<file path="src/rtl/wide_add_sequencer_if.sv">
// rtl/wide_add_sequencer_if.sv - start/done request bus between a requester and wide_add_sequencer (optional sub under WIDE_ADD_SUB_EN)
interface wide_add_sequencer_if #(
    parameter int NUM_WORDS = 4
);
    logic                      start;
    logic [16*NUM_WORDS-1:0]   a_in;
    logic [16*NUM_WORDS-1:0]   b_in;
    logic                      carry_in;
`ifdef WIDE_ADD_SUB_EN
    logic                      sub;
`endif
    logic                      busy;
    logic                      done;
    logic [16*NUM_WORDS-1:0]   sum_out;
    logic                      carry_out;
    logic                      overflow;

`ifdef WIDE_ADD_SUB_EN
    modport master (
        output start, a_in, b_in, carry_in, sub,
        input  busy, done, sum_out, carry_out, overflow
    );
    modport slave (
        input  start, a_in, b_in, carry_in, sub,
        output busy, done, sum_out, carry_out, overflow
    );
`else
    modport master (
        output start, a_in, b_in, carry_in,
        input  busy, done, sum_out, carry_out, overflow
    );
    modport slave (
        input  start, a_in, b_in, carry_in,
        output busy, done, sum_out, carry_out, overflow
    );
`endif
endinterface

</file>
<file path="src/rtl/wide_add_sequencer.sv">
// rtl/wide_add_sequencer.sv - multi-word adder sequencing one 16-bit adder LSW first; WIDE_ADD_SUB_EN adds subtract mode
module adder_16bit (
    input  logic [15:0] a,
    input  logic [15:0] b,
    input  logic        cin,
    output logic [15:0] sum,
    output logic        overflow
);
    // overflow here is the unsigned carry out of bit 15
    assign {overflow, sum} = {1'b0, a} + {1'b0, b} + {16'b0, cin};
endmodule

module wide_add_sequencer #(
    parameter int NUM_WORDS = 4
) (
    input  logic                  clk,
    input  logic                  rst,
    wide_add_sequencer_if.slave   bus
);
    localparam int W  = 16 * NUM_WORDS;
    localparam int IW = (NUM_WORDS > 2) ? $clog2(NUM_WORDS) : 1;
    localparam logic [IW-1:0] LAST_IDX = IW'(NUM_WORDS - 1);

    typedef enum logic [1:0] {
        S_IDLE,
        S_ADD,
        S_DONE
    } state_t;

    state_t          state;
    state_t          state_nxt;
    logic            accept;
    logic            last_word;

    logic [W-1:0]    a_q;
    logic [W-1:0]    b_q;
    logic [W-1:0]    sum_q;
    logic [IW-1:0]   idx;
    logic            c_q;
    logic            carry_q;
    logic            ovf_q;

    logic [15:0]     a_word;
    logic [15:0]     b_word;
    logic [15:0]     s_word;
    logic            c_word;

    assign a_word    = a_q[idx*16 +: 16];
    assign b_word    = b_q[idx*16 +: 16];
    assign last_word = (idx == LAST_IDX);

    adder_16bit u_adder (
        .a        (a_word),
        .b        (b_word),
        .cin      (c_q),
        .sum      (s_word),
        .overflow (c_word)
    );

    // State register
    always_ff @(posedge clk) begin
        if (rst) begin
            state <= S_IDLE;
        end else begin
            state <= state_nxt;
        end
    end

    // Next-state: accept only in IDLE, walk words, one DONE cycle, back to IDLE
    always_comb begin
        state_nxt = state;
        accept    = 1'b0;
        case (state)
            S_IDLE: begin
                if (bus.start) begin
                    accept    = 1'b1;
                    state_nxt = S_ADD;
                end
            end
            S_ADD: begin
                if (last_word) begin
                    state_nxt = S_DONE;
                end
            end
            S_DONE: begin
                state_nxt = S_IDLE;
            end
            default: begin
                state_nxt = S_IDLE;
            end
        endcase
    end

    // Datapath: latch operands on accept, then one word per cycle with registered carry
    always_ff @(posedge clk) begin
        if (rst) begin
            a_q     <= '0;
            b_q     <= '0;
            sum_q   <= '0;
            idx     <= '0;
            c_q     <= 1'b0;
            carry_q <= 1'b0;
            ovf_q   <= 1'b0;
        end else if (accept) begin
            a_q     <= bus.a_in;
`ifdef WIDE_ADD_SUB_EN
            // A - B as A + ~B + 1; the caller's carry_in is meaningless here
            b_q     <= bus.sub ? ~bus.b_in : bus.b_in;
            c_q     <= bus.sub ? 1'b1 : bus.carry_in;
`else
            b_q     <= bus.b_in;
            c_q     <= bus.carry_in;
`endif
            sum_q   <= '0;
            idx     <= '0;
            carry_q <= 1'b0;
            ovf_q   <= 1'b0;
        end else if (state == S_ADD) begin
            sum_q[idx*16 +: 16] <= s_word;
            c_q                 <= c_word;
            if (last_word) begin
                carry_q <= c_word;
                // b_word is already inverted in subtract mode, so this is the right sign test for both
                ovf_q   <= (a_word[15] == b_word[15]) && (s_word[15] != a_word[15]);
            end else begin
                idx <= idx + 1'b1;
            end
        end
    end

    assign bus.busy      = (state != S_IDLE);
    assign bus.done      = (state == S_DONE);
    assign bus.sum_out   = sum_q;
    assign bus.carry_out = carry_q;
    assign bus.overflow  = ovf_q;
endmodule

</file>
<file path="src/flat_wrapper.sv">
// flat-port wrapper written by rule: the top's interface ports become plain ports
module wide_add_sequencer_flat 
#(
    parameter int NUM_WORDS = 4
)
  (clk, rst, bus_start, bus_a_in, bus_b_in, bus_carry_in, bus_busy, bus_done, bus_sum_out, bus_carry_out, bus_overflow);
  wide_add_sequencer_if #(.NUM_WORDS(NUM_WORDS)) bus_i ();
  input  logic clk;
  input  logic rst;
  input wire logic [$bits(bus_i.start)-1:0] bus_start;
  input wire logic [$bits(bus_i.a_in)-1:0] bus_a_in;
  input wire logic [$bits(bus_i.b_in)-1:0] bus_b_in;
  input wire logic [$bits(bus_i.carry_in)-1:0] bus_carry_in;
  output wire logic [$bits(bus_i.busy)-1:0] bus_busy;
  output wire logic [$bits(bus_i.done)-1:0] bus_done;
  output wire logic [$bits(bus_i.sum_out)-1:0] bus_sum_out;
  output wire logic [$bits(bus_i.carry_out)-1:0] bus_carry_out;
  output wire logic [$bits(bus_i.overflow)-1:0] bus_overflow;
  assign bus_i.start = bus_start;
  assign bus_i.a_in = bus_a_in;
  assign bus_i.b_in = bus_b_in;
  assign bus_i.carry_in = bus_carry_in;
  assign bus_busy = bus_i.busy;
  assign bus_done = bus_i.done;
  assign bus_sum_out = bus_i.sum_out;
  assign bus_carry_out = bus_i.carry_out;
  assign bus_overflow = bus_i.overflow;
  wide_add_sequencer #(.NUM_WORDS(NUM_WORDS)) u_core (.clk(clk), .rst(rst), .bus(bus_i));
endmodule
</file>
<file path="config.mk">
export PLATFORM = sky130hd
export DESIGN_NAME = wide_add_sequencer_flat
export DESIGN_NICKNAME = d
export VERILOG_FILES = /design/src/rtl/wide_add_sequencer_if.sv /design/src/rtl/wide_add_sequencer.sv /design/src/flat_wrapper.sv
export SDC_FILE = /design/constraint.sdc
export NUM_CORES = 1
export LEC_CHECK = 0
export ABC_AREA = 1
export CELL_PAD_IN_SITES_DETAIL_PLACEMENT = 1
export CELL_PAD_IN_SITES_GLOBAL_PLACEMENT = 1
export CORE_UTILIZATION = 30
export CTS_BUF_LIST = sky130_fd_sc_hd__clkbuf_2 sky130_fd_sc_hd__clkbuf_4 sky130_fd_sc_hd__clkbuf_8
export DETAILED_ROUTE_END_ITERATION = 6
export DONT_BUFFER_PORTS = 1
export HOLD_SLACK_MARGIN = 0.15
export PLACE_DENSITY = 0.63
export SYNTH_ARGS = -nofsm -noshare
export SYNTH_HDL_FRONTEND = slang
export SYNTH_SLANG_ARGS = --single-unit
</file>
<file path="constraint.sdc">
create_clock -name clk -period 7.4 [get_ports clk]
set_input_delay 1.85 -clock clk [delete_from_list [all_inputs] [get_ports clk]]
set_output_delay 1.85 -clock clk [all_outputs]
set_load 0.05 [all_outputs]
</file>
; Word level (Yosys, flattened, before mapping)
; Index checks and enable logic that the tools add are counted.
; W data, S select, Z words.
[classes]
addsub = 4
eq_ne = 7
n_shift = 4
muxes = 8
bitwise = 1
reduce_logical = 8
[op_table]
columns = op, n
row1 = $shiftx A64 B7 Y16, 2
row2 = $bwmux W64, 1
row3 = $shift A16 B34 Y64 const A, 1
row4 = $shiftx A16 B34 Y64, 1
row5 = $neg A6 Y34, 1
row6 = $add A16 B16 Y17, 1
row7 = $add A17 B1 Y17, 1
row8 = $reduce_and A2 Y1, 3
row9 = $eq A2 B2 Y1 const B, 2
row10 = $mux W1, 4
row11 = $mux W2, 2
row12 = $pmux W2 S2, 1
row13 = $reduce_bool A2 Y1, 2
row14 = $add A2 B1 Y2 const B, 1
row15 = $eq A2 B1 Y1 const B, 1
row16 = $logic_not A2 Y1, 1
row17 = $ne A2 B1 Y1 const B, 1
row18 = $ne A2 B2 Y1 const B, 1
row19 = $reduce_or A2 Y1, 1
row20 = $eq A1 B1 Y1, 1
row21 = $logic_and A1 B1 Y1, 1
row22 = $ne A1 B1 Y1, 1
row23 = $not A1 Y1, 1
[word_totals]
regBits = 199
input_bits = 132
wordCells = 40

; Logic depth before layout (Yosys ltp)
; Gate-level depths: netlist of the first run.
[depth]
word_depth = 5
mapped_depth = 16
ltp_nobuf = 14

; By module
; Synthesis of the first run repeated with hierarchy kept, for this count alone.
[hier_totals]
hier_cells = 1304
area_unflattened_um2 = 9058.7
[modules_own_cells]
columns = mod, n_inst, cells_each, area_each_um2, seq_area_each_um2
row1 = wide_add_sequencer, 1, 1119, 8070.2, 3983.8
row2 = adder_16bit, 1, 185, 988.4, 0.0

; Worst setup path before layout of the first run
; No wires, ideal clock.
[synth_timing]
kind = register to output
from = reg u_core.state[1]
to = out bus_done
arrival_ns = 1.006
setup_slack_ns = 4.544
stages_incl_launch_ff = 3
n_path_buf = 0
cell_sequence = dfxtp_1 -> inv_1 -> nor2_1
[synth_between]
elab_chain_len = 1
[synth_lines]
columns = item, line_no
row1 = start: declaration, wide_add_sequencer.sv:30  ; state_t state;
row2 = start signal: assignment, wide_add_sequencer.sv:65  ; state <= state_nxt;
row3 = $eq A2 B2 Y1, wide_add_sequencer.sv:132  ; assign bus.done = (state == S_DONE);
row4 = end: declaration, flat_wrapper.sv:15  ; output wire logic [$bits(bus_i.done)-1:0] bus_done;
; No other way between the ends.

; Final worst setup path of the first run
[layout_timing]
from = reg u_core.idx[0]
to = reg u_core.sum_q[20] (netlist: u_core.bus.sum_out[20])
[layout_between]
elab_chain_len = 5
[layout_lines]
columns = item, line_no
row1 = start: declaration, wide_add_sequencer.sv:38  ; logic [IW-1:0] idx;
row2 = start signal: assignment, wide_add_sequencer.sv:126  ; idx <= idx + 1'b1;
row3 = "$shiftx A64 B7 Y16, on equally long branches", "wide_add_sequencer.sv:48, wide_add_sequencer.sv:49"
row4 = $add A16 B16 Y17, wide_add_sequencer.sv:10  ; assign {overflow, sum} = {1'b0, a} + {1'b0, b} + {16'b0, cin};
row5 = $add A17 B1 Y17, wide_add_sequencer.sv:10
row6 = $shiftx A16 B34 Y64, wide_add_sequencer.sv:119  ; sum_q[idx*16 +: 16] <= s_word;
row7 = $bwmux W64 (*), wide_add_sequencer.sv:119
row8 = end signal: indexed assignment, wide_add_sequencer.sv:119
row9 = end: declaration, wide_add_sequencer.sv:37  ; logic [W-1:0] sum_q;
; Mark *: on every way between the ends. The rest lies on a longest branch, timed or not.
; A chain may end at the register's enable or synchronous reset.

==> results.ini, run 1 <==
[logic_synthesis]
synth.top_cell.area_share = 0.442
synthesis.area_um2 = 9010
most_frequent_cell_after_synthesis = nand2_1
synthCells = 1265
ys_top_cells_by_area = dfxtp_1 44%, nand2_1 18%, a21oi_1 11%
yosysWarnings = 0
synth_top_cells_by_count = 433 x nand2_1, 201 x a21oi_1, 199 x dfxtp_1
synthesis.nets = 1420
yosys.cell_types.count = 33
postSynthAreaPerCell_um2 = 7.13
number_of_register_bits_inferred_by_synthesis = 199
post-synth-top-area-cell = dfxtp_1
synth_seq_area_share = 0.442
edff_count_synth = 0
synthFlopType = dfxtp_1
async_flop_share = 0

[die]
placementRows = 63
core_area_um2 = 29600
dieArea_um2 = 30700
fp.dieW_um = 175
fp.dieH_um = 175
initial_utilization = 0.304
io-pin-count = 200

[sta]
final-hold-violation-count = 0
finalClockSkew_ps = 25.8
clock.fmax_mhz = 278
tightestPinTransition_ps = 1180
final_min_period_over_clock_period = 0.485
period_needed_ps = 3590
grt_setup_unrepaired = no
final.setup.tns_ps = 0
slew_headroom = 0.210
timing_max_transition_violations_final = 0
setup_viol_count_final = 0

[critical_path]
ff2ff_path_depth = 12
critical_path.reg2reg.startpoint = u_core.idx[0]
critPathRequiredTime_ps = 7810
cpPeakStageDelay_ps = 760
worst-path-max-fanout = 88
reg2reg_slack_ps = 3810
type_of_element_capturing_the_critical_path = flip-flop
r2r_end = u_core.bus.sum_out[20]
worstPathArrival_ps = 4000
crit_type = reg -> reg
critical_path.cell_chain = buf_4 -> o21ai_0 -> o22ai_1 -> fa_1 -> fa_1 -> nand3_2 -> nand3_2 -> xor2_1 -> nand2_1 -> nor2_1 -> nand2_1 -> a21oi_1
start_kind = flip-flop
slowest_stage = buf_4

[clock_network]
cts_setup_buffers = 0
tritoncts_num_sinks = 199
cts.htree.levels = 4
ctsHoldBuffers = 0
post_cts.resized_instances = 0
worst_skew_pair_latency_ps = 500
clock-root-buffer = clkbuf_8
tritoncts = built
cts-buffers-inserted = 17
cts.clk_slew.worst_paths_ps = 120
max-clock-path-buffers = 2

[place]
final_weighted_congestion_of_routability_driven_global_placement = 0.762
dpl_cell_area_um2 = 9150
dpl.hpwl_um = 20500
portBuffers = 0

[worst_hold_path]
hp-class = reg -> reg
hold_depth = 2
worstHoldStart = u_core.a_q[35]
hold_end = u_core.a_q[35]

[global_route]
number_of_global_route_vias_before_repair = 8079
grt_start_max_net_pins = 133
grt.overflow.total = 0
grt_pass1_wl_um = 46500
global_route.usage.total = 0.196
antenna_found_initial = 2

[layout]
finalInstanceArea_um2 = 9570
drive_above_1_share = 0.0623
syn2layout_area_growth_pct = 6.11
total_area_of_multi_input_combinational_cells_um2 = 4430
seq_area_um2 = 3990
fillers = 3768
final_net_count = 1362

[drt]
finalWirelength_um = 29900
drcViolationCount = 0
routed-via-count = 8089
initial_drc_count = 518
remaining_antenna_violation_count = 0
vias_per_cell = 5.02
route.detailed.wl_per_inst_um = 18.6
detail_route.first_pass.iterations = 6

[power]
vdd.ir_drop.worst_uv = 134
leakage_uw = 0.00366
p_per_area_nw_per_um2 = 241

[run_status]
run_status = completed

[job]
timing.max_cap.violations = 0

## metal layers
metal / up-vias / part of all wire / wire length, µm / track usage
met5: - / 0.00043 / 13 / 0
met1: 3848 / 0.45 / 13400 / 0.246
li1: 4020 / - / - / -
met2: 192 / 0.46 / 13600 / 0.316
met3: 27 / 0.080 / 2400 / 0.0708
met4: 2 / 0.015 / 442 / 0.0500
## report_power, final
group	internal (µW)	switching, µW	total (µW)
Combinational	109	285	393
Clock	298	456	753
Sequential	1120	38.2	1160
Total	1520	779	2300
## stage by stage
| step | power, µW | hold WS [ps] | util | std cells | setup slack (ps) |
|---|---|---|---|---|---|
| finish | 2300 | 468 | 0.323 | 1611 | 3810 |
| global route | 2430 | 485 | 0.323 | 1611 | 3520 |
| CTS | 2330 | 466 | 0.323 | 1610 | 3780 |
| detailed placement | 1580 | 448 | 0.309 | 1578 | 3340 |
| global placement | 1570 | 446 | 0.309 | 1578 | 3400 |
| floorplan | 1470 | 441 | - | 1265 | 4540 |
## registers in the layout, summed over array words and instances (netlist names)
name                  cells
u_core.a_q               64
u_core.b_q               64
u_core.bus.carry_out      1
u_core.bus.overflow       1
u_core.bus.sum_out       64
u_core.c_q                1
u_core.idx                2
u_core.state              2
## critical path: cells and delay by family (launching register included)
kind                     cells  cell delay [ps]
buffers and inverters        1              760
AO/OA/AOI/OAI                3              740
adder cells (fa/ha/maj)      2              640
AND/OR/NAND/NOR              5              600
flip-flops                   1              370
XOR/XNOR                     1              370
## cells by family after synthesis
group | Yosys count | share of synthesized area
compound gates | 312 | 0.181
xor+xnor | 7 | 0.00847
fa+ha+maj | 23 | 0.0336
buf+inv | 134 | 0.0676
flops | 199 | 0.442
simple gates | 590 | 0.267
## how the worst max path moves through the flow
stage                     slack, ps       startpoint  depth (start not counted)                      to
after global routing           3520    u_core.idx[0]                         12  u_core.bus.sum_out[20]
after detailed placement       3340        bus_start                          5  u_core.bus.sum_out[18]
after global placement         3400        bus_start                          5  u_core.bus.sum_out[16]
after CTS                      3780    u_core.idx[0]                         12  u_core.bus.sum_out[52]
after floorplan                4540  u_core.state[1]                          2                bus_done
final                          3810    u_core.idx[0]                         12  u_core.bus.sum_out[20]
## cells in the final DEF, fill, tap and decap left out, types with 5 or more instances in the layout
cell,synthesis,layout
buf_4,4,6
inv_6,0,6
xor2_1,5,5
ha_1,21,21
nand2_1,433,432
nand2_2,10,10
nor2_1,86,86
nand3_1,26,26
inv_1,45,45
o22ai_1,32,32
a21oi_1,201,201
nand4_1,18,18
dfxtp_1,199,198
o21ai_0,67,67
clkbuf_8,0,18
nor2_2,5,5
## area by class of cell
cell class,count,area share
clock inverter,14,0.0177
sequential,199,0.417
inverter,51,0.0205
antenna,1,0.000262
multi-input combinational,932,0.463
tap,390,0.0510
timing repair buffer,6,0.00471
clock buffer,18,0.0259
No activity file was read; power rests on OpenSTA's default activity.
==> run 2: changes to the inputs <==
PLACE_DENSITY = 0.65   (was 0.63)
clock period = 3.28 ns   (was 7.4 ns; I/O delays follow)
==> run 2 against run 1 <==
Sequential cell count stayed put; clock skew is 2.6 ps higher; cell area is 1.0% higher; critical path type unchanged; largest cell class unchanged; largest power group unchanged; highest routed layer is now met4.
==> results.ini, run 2 (same netlist as run 1, synthesis figures left out) <==
[sta]
slew_headroom = 0.188  ; was 0.210
period_needed_ps = 3030  ; was 3590 ps
clock.fmax_mhz = 330  ; was 278 MHz
grt_setup_unrepaired = yes  ; was no
timing_max_transition_violations_final = 0  ; unchanged
final.setup.tns_ps = 0  ; unchanged
fin_worst_hold_slack_ps = 384  ; was 468 ps
finalClockSkew_ps = 28.4  ; was 25.8 ps
tightestPinTransition_ps = 1220  ; was 1180 ps
final_min_period_over_clock_period = 0.925  ; was 0.485
fin_ws_ps = 247  ; was 3810 ps
setup_viol_count_final = 0  ; unchanged
final-hold-violation-count = 0  ; unchanged

[drt]
detail_route.first_pass.iterations = 5  ; was 6
remaining_antenna_violation_count = 0  ; unchanged
vias_per_cell = 5.06  ; was 5.02
drcViolationCount = 0  ; unchanged
finalWirelength_um = 30400  ; was 29900 µm
route.detailed.wl_per_inst_um = 18.8  ; was 18.6 µm
routed-via-count = 8177  ; was 8089
initial_drc_count = 483  ; was 518

[critical_path]
worst-path-max-fanout = 40  ; was 88
start_kind = flip-flop  ; unchanged
ff2ff_path_depth = 11  ; was 12
slowest_stage = fa_1  ; was buf_4
timing.critical_path.max_delay_family = adder cells  ; was buffers and inverters
critPathRequiredTime_ps = 3690  ; was 7810 ps
cpPeakStageDelay_ps = 500  ; was 760 ps
buf_inv_stages_crit_path = 1  ; unchanged
crit_type = reg -> reg  ; unchanged
worst_path_most_repeated_cell = fa_1
critical_path.reg2reg.startpoint = u_core.idx[0]  ; unchanged
worstPathArrival_ps = 3440  ; was 4000 ps
reg2reg_slack_ps = 250  ; was 3810 ps
type_of_element_capturing_the_critical_path = flip-flop  ; unchanged
critical_path.cell_chain = buf_4 -> o21ai_1 -> o22ai_1 -> fa_1 -> fa_1 -> nand4_1 -> nand2_1 -> xor2_2 -> and2_1 -> nand3_1 -> a21oi_1  ; was buf_4 -> o21ai_0 -> o22ai_1 -> fa_1 -> fa_1 -> nand3_2 -> nand3_2 -> xor2_1 -> nand2_1 -> nor2_1 -> nand2_1 -> a21oi_1
r2r_end = u_core.bus.sum_out[22]  ; was u_core.bus.sum_out[20]

[clock_network]
tritoncts = built  ; unchanged
cts.clk_slew.worst_paths_ps = 120  ; about the same
cts.htree.levels = 4  ; unchanged
cts-buffers-inserted = 17  ; unchanged
clock-root-buffer = clkbuf_8  ; unchanged
worst_skew_pair_latency_ps = 500  ; about the same
max-clock-path-buffers = 2  ; unchanged
cts_setup_buffers = 0  ; unchanged
tritoncts_num_sinks = 199  ; unchanged

[global_route]
grt_start_max_net_pins = 133  ; unchanged
number_of_global_route_vias_before_repair = 8186  ; was 8079
grt_pass1_wl_um = 46800  ; was 46500 µm
grt.busiest_layer = met2  ; unchanged
antenna_found_initial = 1  ; was 2
global_route.usage.met3 = 0.0374  ; was 0.0708
grt_util_met2 = 0.308  ; was 0.316
grt.overflow.total = 0  ; unchanged
grtUsageMet1 = 0.276  ; was 0.246
global_route.usage.total = 0.199  ; was 0.196

[die]
io-pin-count = 200  ; unchanged
fp.dieH_um = 175  ; unchanged
initial_utilization = 0.304  ; unchanged
dieArea_um2 = 30700  ; unchanged
fp.dieW_um = 175  ; unchanged
core_area_um2 = 29600  ; unchanged
placementRows = 63  ; unchanged

[place]
final_weighted_congestion_of_routability_driven_global_placement = 0.822  ; was 0.762
dpl.hpwl_um = 21600  ; was 20500 µm
portBuffers = 0  ; unchanged
pre_cts_ws_ps = 109  ; was 3340 ps

[layout]
total_area_of_multi_input_combinational_cells_um2 = 4440  ; was 4430 µm²
syn2layout_area_growth_pct = 7.22  ; was 6.11%
drive_above_1_share = 0.0685  ; was 0.0623
seq_area_um2 = 3990  ; about the same
fin_util = 0.326  ; was 0.323
layout.cells.most_common_list = 432 x nand2_1, 201 x a21oi_1, 198 x dfxtp_1  ; unchanged
fillers = 3738  ; was 3768
layout.cells.most_common = nand2_1  ; unchanged
final_net_count = 1368  ; was 1362

[worst_hold_path]
hold_depth = 1  ; was 2
hp-class = in -> reg  ; was reg -> reg
hold_end = u_core.a_q[52]  ; was u_core.a_q[35]
worstHoldStart = rst  ; was u_core.a_q[35]

[job]
timing.max_cap.violations = 0  ; unchanged

[power]
leakage_uw = 0.00370  ; was 0.00366 µW
vdd.ir_drop.worst_uv = 256  ; was 134 µV
p_per_area_nw_per_um2 = 539  ; was 241 nW/µm²

[run_status]
run_status = completed  ; unchanged

run 2: cell count changes in the layout (fill, tap and decap cells not counted), sizes merged:
cell and change:
buf +6, clkinv +4, inv -4
run 2: how the worst max path moves through the flow:
stage	from	endpoint	slack, ps	depth (start not counted)
after global routing	u_core.idx[0]	u_core.bus.sum_out[29]	-2	15
after CTS	u_core.idx[0]	u_core.bus.sum_out[22]	90	11
after detailed placement	u_core.idx[0]	u_core.bus.sum_out[22]	110	11
after floorplan	u_core.idx[0]	u_core.bus.sum_out[24]	430	16
after global placement	u_core.idx[0]	u_core.bus.sum_out[22]	160	11
final	u_core.idx[0]	u_core.bus.sum_out[22]	250	11
run 2: layout make-up:
type                            count  area share
Tap cell                          390      0.0505
Timing Repair Buffer               12      0.0132
Clock buffer                       18      0.0250
Inverter                           51      0.0203
Clock inverter                     14      0.0186
Antenna cell                        1    0.000259
Multi-Input combinational cell    932       0.460
Sequential cell                   199       0.412
run 2: stage by stage:
| stage | power [µW] | cell area [µm²] | cells |
|---|---|---|---|
| after floorplan | 3310 | 9010 | 1265 |
| after global placement | 3550 | 9230 | 1584 |
| after detailed placement | 3570 | 9230 | 1584 |
| after CTS | 5270 | 9650 | 1616 |
| after global routing | 5470 | 9660 | 1616 |
| final | 5210 | 9670 | 1617 |
run 2: per-layer routing:
layer	part of all wire	vias up
li1	-	4039
met4	0.016	0
met3	0.052	25
met1	0.49	3904
met2	0.44	209
met5	0	-
run 2: timing repair:
action                                  4_1_cts  5_1_grt
hold buffers                                  0        0
endpoints found under the setup margin        0        6
endpoints found under the hold margin         0        0
resized for setup                             0        3
run 2: report_power, final:
part | total, µW | switching, µW | internal (µW)
clock | 1690 | 1030 | 661
sequential | 2620 | 98.4 | 2520
combinational | 897 | 637 | 260
run 2: worst reg2reg max path: stages, from the launching register on:
cell and delay (ps):
dfxtp_2 350, buf_4 260, o21ai_1 220, o22ai_1 140
fa_1 500, fa_1 480, nand4_1 130, nand2_1 150
xor2_2 230, and2_1 240, nand3_1 100, a21oi_1 160
==> run 3: changes to the inputs <==
PLACE_DENSITY = 0.63   (was 0.65)
clock period = 3.3 ns   (was 3.28 ns; I/O delays follow)
==> run 3 against run 2 <==
Count of clock-buffer cells in the layout stayed put; critical endpoint is now u_core.bus.sum_out[52]; critical path type unchanged; combinational power is 0.8% lower; critical path depth up 1; highest routed layer unchanged.
==> results.ini, run 3 (same netlist as run 1, synthesis figures left out) <==
[die]
placementRows = 63  ; unchanged
core_area_um2 = 29600  ; unchanged
fp.dieW_um = 175  ; unchanged
io-pin-count = 200  ; unchanged
fp.dieH_um = 175  ; unchanged
initial_utilization = 0.304  ; unchanged
dieArea_um2 = 30700  ; unchanged

[global_route]
grt_start_max_net_pins = 133  ; unchanged
global_route.usage.total = 0.195  ; was 0.199
grt.overflow.total = 0  ; unchanged
number_of_global_route_vias_before_repair = 7985  ; was 8186
antenna_found_initial = 0  ; was 1
grt_pass1_wl_um = 46200  ; was 46800 µm

[clock_network]
tritoncts = built  ; unchanged
worst_skew_pair_latency_ps = 510  ; was 500 ps
clock-root-buffer = clkbuf_8  ; unchanged
max-clock-path-buffers = 2  ; unchanged
cts.htree.levels = 4  ; unchanged
cts.clk_slew.worst_paths_ps = 120  ; about the same
ctsHoldBuffers = 0  ; unchanged
cts-buffers-inserted = 17  ; unchanged
post_cts.resized_instances = 0  ; unchanged
cts_setup_buffers = 0  ; unchanged
tritoncts_num_sinks = 199  ; unchanged

[worst_hold_path]
hp-class = in -> reg  ; unchanged

[critical_path]
critPathRequiredTime_ps = 3700  ; was 3690 ps
worstPathArrival_ps = 3410  ; was 3440 ps
worst-path-max-fanout = 55  ; was 40
crit_type = reg -> reg  ; unchanged
buf_inv_stages_crit_path = 1  ; unchanged
critical_path.cell_chain = buf_12 -> o21ai_0 -> o22ai_1 -> fa_1 -> fa_1 -> nand3_2 -> nand3_2 -> xor2_1 -> nand2_1 -> nor2_1 -> nand2_1 -> a21oi_1  ; was buf_4 -> o21ai_1 -> o22ai_1 -> fa_1 -> fa_1 -> nand4_1 -> nand2_1 -> xor2_2 -> and2_1 -> nand3_1 -> a21oi_1
slowest_stage = fa_1  ; unchanged
timing.critical_path.max_delay_family = adder cells  ; unchanged
cpPeakStageDelay_ps = 460  ; was 500 ps
type_of_element_capturing_the_critical_path = flip-flop  ; unchanged
start_kind = flip-flop  ; unchanged

[layout]
finalNonFillerCells = 1621  ; was 1617
layout.cells.most_common_list = 432 x nand2_1, 201 x a21oi_1, 198 x dfxtp_1  ; unchanged
final_net_count = 1373  ; was 1368
total_area_of_multi_input_combinational_cells_um2 = 4440  ; about the same
fillers = 3729  ; was 3738
layout.cells.most_common = nand2_1  ; unchanged
antenna_cells_inserted = 0  ; was 1
finalInstanceArea_um2 = 9680  ; was 9670 µm²
drive_above_1_share = 0.0715  ; was 0.0685
seq_area_um2 = 3990  ; about the same
syn2layout_area_growth_pct = 7.40  ; was 7.22%

[drt]
vias_per_cell = 4.99  ; was 5.06
finalWirelength_um = 30300  ; was 30400 µm
drcViolationCount = 0  ; unchanged
initial_drc_count = 496  ; was 483
route.detailed.wl_per_inst_um = 18.7  ; was 18.8 µm
routed-via-count = 8087  ; was 8177
detail_route.first_pass.iterations = 5  ; unchanged
remaining_antenna_violation_count = 0  ; unchanged

[power]
p_per_area_nw_per_um2 = 532  ; was 539 nW/µm²
total_power_uw = 5150  ; was 5210 µW
leakage_uw = 0.00371  ; was 0.00370 µW
vdd.ir_drop.worst_uv = 218  ; was 256 µV

[sta]
final_min_period_over_clock_period = 0.913  ; was 0.925
slew_headroom = 0.191  ; was 0.188
final-hold-violation-count = 0  ; unchanged
grt_setup_unrepaired = no  ; was yes
finalClockSkew_ps = 30.9  ; was 28.4 ps
timing_max_transition_violations_final = 0  ; unchanged
final.setup.tns_ps = 0  ; unchanged
setup_viol_count_final = 0  ; unchanged
period_needed_ps = 3010  ; was 3030 ps
tightestPinTransition_ps = 1210  ; was 1220 ps
clock.fmax_mhz = 332  ; was 330 MHz
fin_ws_ps = 288  ; was 247 ps

[place]
dpl.hpwl_um = 22000  ; was 21600 µm
pre_cts_ws_ps = 242  ; was 109 ps
final_weighted_congestion_of_routability_driven_global_placement = 0.809  ; was 0.822
portBuffers = 0  ; unchanged
dpl_cell_area_um2 = 9250  ; was 9230 µm²
post-place-cells = 1589  ; was 1584

[job]
timing.max_cap.violations = 0  ; unchanged

[run_status]
run_status = completed  ; unchanged

[run 3: final timing paths]
| kind | from | to | slack [ps] | cells after the start |
|---|---|---|---|---|
| worst min register to register | u_core.a_q[23] | u_core.a_q[23] | 470 | 2 |
| worst max register to register | u_core.idx[0] | u_core.bus.sum_out[52] | 290 | 12 |
| worst min-delay path | rst | u_core.a_q[49] | 390 | 1 |
| worst max-delay path | u_core.idx[0] | u_core.bus.sum_out[52] | 290 | 12 |
[run 3: stage by stage]
step,util,hold WS [ps]
2_1_floorplan,-,441
3_3_place_gp,0.312,448
3_5_place_dp,0.312,450
4_1_cts,0.326,356
5_1_grt,0.327,360
6_report,0.327,388
[run 3: power by group]
part / switching (µW) / total (µW) / internal (µW)
clock: 1060 / 1650 / 595
combinational: 632 / 890 / 258
sequential: 99.0 / 2610 / 2510
total: 1790 / 5150 / 3360
[run 3: cell type report]
type / instances / share of cell area
clock buffers: 18 / 0.0249
clock inverters: 14 / 0.0185
inverters: 51 / 0.0203
multi-input cells: 932 / 0.458
flip-flops and latches: 199 / 0.412
well taps: 390 / 0.0504
repair buffers: 17 / 0.0158
[run 3: routing by layer]
metal	vias up	wire, µm	track usage
met2	217	13900	0.317
li1	4033	-	-
met1	3815	14400	0.262
met4	0	372	0.0449
met3	22	1640	0.0435
met5	-	0	0
